[config.mk]
export PLATFORM = sky130hd
export DESIGN_NAME = axis_broadcast
export DESIGN_NICKNAME = d
export VERILOG_FILES = /design/src/rtl/axis_broadcast.sv
export SDC_FILE = /design/constraint.sdc
export NUM_CORES = 1
export LEC_CHECK = 0
export BUFFER_PORTS_ARGS = -buffer_cell sky130_fd_sc_hd__buf_2
export CAP_MARGIN = 0
export CELL_PAD_IN_SITES_DETAIL_PLACEMENT = 0
export CELL_PAD_IN_SITES_GLOBAL_PLACEMENT = 1
export CORE_MARGIN = 5
export CORE_UTILIZATION = 28
export DETAILED_ROUTE_END_ITERATION = 10
export PLACE_DENSITY_LB_ADDON = 0.1
export SYNTH_ARGS = -nofsm -noshare
export SYNTH_HDL_FRONTEND = slang
export SYNTH_SLANG_ARGS = --single-unit
[constraint.sdc]
create_clock -name aclk -period 1.35 [get_ports aclk]
set_input_delay 0.0675 -clock aclk [delete_from_list [all_inputs] [get_ports aclk]]
set_output_delay 0.0675 -clock aclk [all_outputs]
set_load 0.1 [all_outputs]
[src/rtl/axis_broadcast.sv]
// AXI-Stream one-to-many broadcast with a single holding register.
// Each master takes every held beat exactly once; an optional dest mask selects which masters receive it.
module axis_broadcast #(
  parameter int unsigned NMASTERS       = 2,
  parameter int unsigned DATA_WIDTH     = 64,
  parameter int unsigned HAS_DEST       = 0,
  parameter int unsigned HAS_ID         = 0,
  parameter int unsigned HAS_LAST       = 0,
  parameter int unsigned DEST_WIDTH     = 1,
  parameter int unsigned ID_WIDTH       = 1,
  parameter int unsigned MASK_FROM_DEST = 0
) (
  input  logic                           aclk,
  input  logic                           aresetn,
  input  logic                           s_valid,
  output logic                           s_ready,
  input  logic [DATA_WIDTH-1:0]          s_data,
  input  logic [DEST_WIDTH-1:0]          s_dest,
  input  logic [ID_WIDTH-1:0]            s_id,
  input  logic                           s_last,
  output logic [NMASTERS-1:0]            m_valid,
  input  logic [NMASTERS-1:0]            m_ready,
  output logic [NMASTERS*DATA_WIDTH-1:0] m_data,
  output logic [NMASTERS*DEST_WIDTH-1:0] m_dest,
  output logic [NMASTERS*ID_WIDTH-1:0]   m_id,
  output logic [NMASTERS-1:0]            m_last
);

  localparam int unsigned XW = (DEST_WIDTH > NMASTERS) ? DEST_WIDTH : NMASTERS;

  typedef enum logic {HEAD, BODY} state_t;

  state_t                  state, state_nx;
  logic [NMASTERS-1:0]     pending, pending_nx;
  logic [NMASTERS-1:0]     mask_q, mask_eff, dest_mask;
  logic [XW-1:0]           dest_ext;
  logic [DATA_WIDTH-1:0]   hold_data;
  logic [DEST_WIDTH-1:0]   hold_dest;
  logic [ID_WIDTH-1:0]     hold_id;
  logic                    hold_last;
  logic                    accept;

  // Ready as soon as every still-pending master is accepting this cycle.
  assign s_ready   = ~|(pending & ~m_ready);
  assign accept    = s_valid & s_ready;
  assign dest_ext  = XW'(s_dest);
  assign dest_mask = dest_ext[NMASTERS-1:0];

  always_ff @(posedge aclk or negedge aresetn) begin
    if (!aresetn) state <= HEAD;
    else          state <= state_nx;
  end

  always_comb begin
    state_nx = state;
    if (accept && HAS_LAST != 0 && MASK_FROM_DEST != 0)
      state_nx = s_last ? HEAD : BODY;
  end

  always_comb begin
    if (MASK_FROM_DEST == 0)
      mask_eff = '1;
    else if (HAS_LAST != 0 && state == BODY)
      mask_eff = mask_q;
    else
      mask_eff = dest_mask;
  end

  // On accept every outstanding bit is being cleared anyway, so the new mask simply replaces it.
  always_comb begin
    pending_nx = pending & ~m_ready;
    if (accept) pending_nx = mask_eff;
  end

  always_ff @(posedge aclk or negedge aresetn) begin
    if (!aresetn) begin
      pending   <= '0;
      mask_q    <= '0;
      hold_data <= '0;
      hold_dest <= '0;
      hold_id   <= '0;
      hold_last <= 1'b0;
    end else begin
      pending <= pending_nx;
      if (accept) begin
        hold_data <= s_data;
        hold_dest <= s_dest;
        hold_id   <= s_id;
        hold_last <= s_last;
        if (state == HEAD) mask_q <= dest_mask;
      end
    end
  end

  assign m_valid = pending;

  always_comb begin
    m_data = '0;
    m_dest = '0;
    m_id   = '0;
    m_last = '0;
    for (int unsigned i = 0; i < NMASTERS; i++) begin
      m_data[i*DATA_WIDTH +: DATA_WIDTH] = hold_data;
      m_dest[i*DEST_WIDTH +: DEST_WIDTH] = (HAS_DEST != 0) ? hold_dest : '0;
      m_id[i*ID_WIDTH +: ID_WIDTH]       = (HAS_ID != 0) ? hold_id : '0;
      m_last[i]                          = (HAS_LAST != 0) ? hold_last : 1'b1;
    end
  end

endmodule

=== Yosys cells after proc, flatten, opt, wreduce, memory -nomap -nowiden ===
Cells that the tools add are included.

* Bits of input ports: 72
* Register bits after elaboration: 66

* Reductions and logical operators: 2
* Mux-type cells: 1
* Bitwise logic cells: 3

{| class="wikitable"
|+ Operator list
! cell !! count
|-
| $and A2 B2 Y2 || 1
|-
| $mux W2 || 1
|-
| $not A2 Y2 || 1
|-
| $reduce_or A2 Y1 || 1
|-
| $and A1 B1 Y1 || 1
|-
| $logic_not A1 Y1 || 1
|}

=== Longest topological paths before layout ===
* Depth after elaboration: 6
* Mapped depth: 5
* Mapped depth without buffers: 3

=== Worst setup path after synthesis ===
Ideal clock, no wire load.

* Path type: reg-to-reg
* From: register pending[0] (netlist: m_valid[0])
* To: register hold_data[20]
* Arrival time: 1.747 ns
* Clock period less this slack: 1.873 ns
* Stages on the path, launching flop included: 6
* Setup slack: -0.523 ns
* Setup time: 0.126 ns
* Cells stage by stage: dfrtp_1 nand2b_4 nand3_2 buf_6 buf_6 mux2_4

* Word-level cells in the longest chain between the ends: 4

{| class="wikitable"
|+ RTL lines
! item !! line !! RTL
|-
| start: declaration || 34 || <nowiki>logic [NMASTERS-1:0] pending, pending_nx;</nowiki>
|-
| start signal: assignment || 84 || <nowiki>pending <= pending_nx;</nowiki>
|-
| $and A2 B2 Y2 || 44 || <nowiki>assign s_ready = ~|(pending & ~m_ready);</nowiki>
|-
| $reduce_or A2 Y1 || 44 ||
|-
| $logic_not A1 Y1 || 44 ||
|-
| $and A1 B1 Y1 || 45 || <nowiki>assign accept = s_valid & s_ready;</nowiki>
|-
| end signal: assignment || 86 || <nowiki>hold_data <= s_data;</nowiki>
|-
| end: declaration || 37 || <nowiki>logic [DATA_WIDTH-1:0] hold_data;</nowiki>
|}

No other way between the ends.
A chain may end at the register's enable or synchronous reset.

=== Worst setup path after layout ===
* From: register pending[1] (netlist: m_valid[1])
* To: register hold_data[41]

Same word-level chain as after synthesis.

==> out/results.tsv <==
metric	value	unit
top cell type's share of synthesized area	52.2	%
Max Slew Vio Count	0	
Core ar.	11000	um^2
commonest non-fill, non-tap cells in the layout	buf_2, dlygate4sd3_1, mux2_4	
Worst-Skew Late Latency	0.32	ns
Chip Height	116	um
cell count after synthesis	215	
Area contributors post-synth	dfrtp_1, mux2_4, buf_4, mux2_2, buf_6	
CTS sink cnt	66	
violated checks	negative setup slack	
post-route cell area	4890	um^2
htree depth	3	
area leader, netlist	dfrtp_1	
Die ar.	13500	um^2
Setup-failing EPs final	31	
DRC violations left	0	
most common cell after layout, fill and taps aside	buf_2	
hold crit path type	primary input to register	
Initial Utilization	28.8	%
Period Utilization, post-route	101	%
Area Overhead vs Synth	54.6	%
first-pass GRT wire length	11600	um
Mapped Area	3170	um^2
I/O Buffers	199	
initial antenna violation count	1	
#FFs+latches synth	66	
clock slew at reported path FFs	0.05	ns
global route overflow	0	
CTS buffer count	9	
Setup Skew	0.00592	ns
GRT Util Overall	11.0	%
dpl cell area	3950	um^2
WP data arrival	1.56	ns
total iterations of the first detailed-routing run	3	
root buffer cell	clkbuf_16	
site row count	38	
total I/O pin count	209	
area of the multi-input gates	947	um^2
Yosys warnings	0	
Final HPWL DP	5370	um
vias in the first global route	2287	
largest net degree at the start of global routing	67	
GPL Wtd Cong	0.640	
Seq/Total Area, Yosys	52.2	%
Final Critical Period	1.37	ns
initial drt markers	61	
critical path peak fanout	14	
critical path launch point type	register	
Vias/cell	3.93	
Chip Width	116	um
unrepaired setup endpoints after global routing	yes	
CTS tree	yes	
Finished Layout Cells	574	
Unique masters post-synth	11	
Fillers	1051	
CP Class	register to register	
placed instance count	491	
CP endpoint kind	register	
drt total wl	7700	um
Layout Utilization	44.6	%
max-cap violations	0	
post-route ant nets	0	
Avg Synthesized Cell Area	14.7	um^2
final hold vios	0	
status	finished, violations left	
deepest clock path buffer count	2	
post-route setup TNS	-0.258	ns
register area	1700	um^2
via count	2257	
Critical Path RT	1.55	ns
WL/cell	13.4	um
share of cells above drive strength 1	75.8	%
nets	500	
Max Fclk	732	MHz
slack of the critical path	-0.0169	ns
[repair_timing]
action | CTS | global route
endpoints found under the hold margin | 130 | 0
resized for setup | 4 | 0
pin swaps | 1 | 0
setup buffers | 0 | 1
endpoints found under the setup margin | 51 | 65
hold buffers | 65 | 0
[stage by stage]
step                hold slack, ns  setup WS, ns
finish                      0.0358       -0.0169
global route                0.0466       -0.0728
CTS                         0.0257       -0.0282
detailed placement           0.123       -0.0314
global placement             0.125       -0.0172
floorplan                   -0.228        -0.178
[critical path, cell delays in order, from the launching register on]
cell	delay [ns]
dfrtp_4	0.48
nand2b_4	0.09
nand3_4	0.16
buf_12	0.21
mux2_4	0.30
[cells in the mapped netlist]
cell type / n
mux2_4: 38
nand3_2: 1
nand2b_4: 2
conb_1: 2
dfrtp_1: 66
mux2_2: 26
buf_4: 70
and2_1: 1
buf_2: 2
nand2_1: 2
buf_6: 5
[final timing paths]
check,endpoint,slack [ns],start,cells after the start
max in group asynchronous,hold_data[59],0.72,aresetn,3
setup / recovery,hold_data[41],-0.02,m_valid[1],4
hold reg to reg,hold_data[24],0.52,hold_data[24],1
setup reg to reg,hold_data[41],-0.02,m_valid[1],4
hold / removal,m_valid[0],0.04,m_ready[0],3
min in group asynchronous,hold_data[38],0.28,aresetn,3
[area by class of cell]
| type | count | share of cell area (%) |
|---|---|---|
| Clock inverter | 3 | 0.307 |
| Clock buffer | 13 | 5.32 |
| Tap cell | 140 | 3.58 |
| Multi-Input combinational cell | 76 | 19.4 |
| Antenna cell | 1 | 0.0511 |
| Sequential cell | 66 | 34.8 |
| Timing Repair Buffer | 275 | 36.6 |
[state kept, by name, summed over array words and instances, names as in the netlist]
| name | cells |
|---|---|
| m_valid | 2 |
| hold_data | 64 |
[layer usage]
metal  track usage [%]  part of all wire [%]  up-vias
met5                 0                     0        -
met4              3.48                  0.73        0
met3              3.52                   9.6        4
met2              19.7                    52      118
met1              12.5                    38     1072
li1                  -                     -     1063
[kinds of logic (layout without fill, tap and decap cells)]
logic type    Yosys count  after routing  synth area share (%)
mux                    64             64                  27.3
other cells             2              7                 0.237
flops                  66             66                  52.2
buf+inv                77            291                  18.7
simple gates            6              6                  1.62
Power is not shown: default switching activity piles up to over one toggle a cycle in this logic, so the estimate is an artifact.
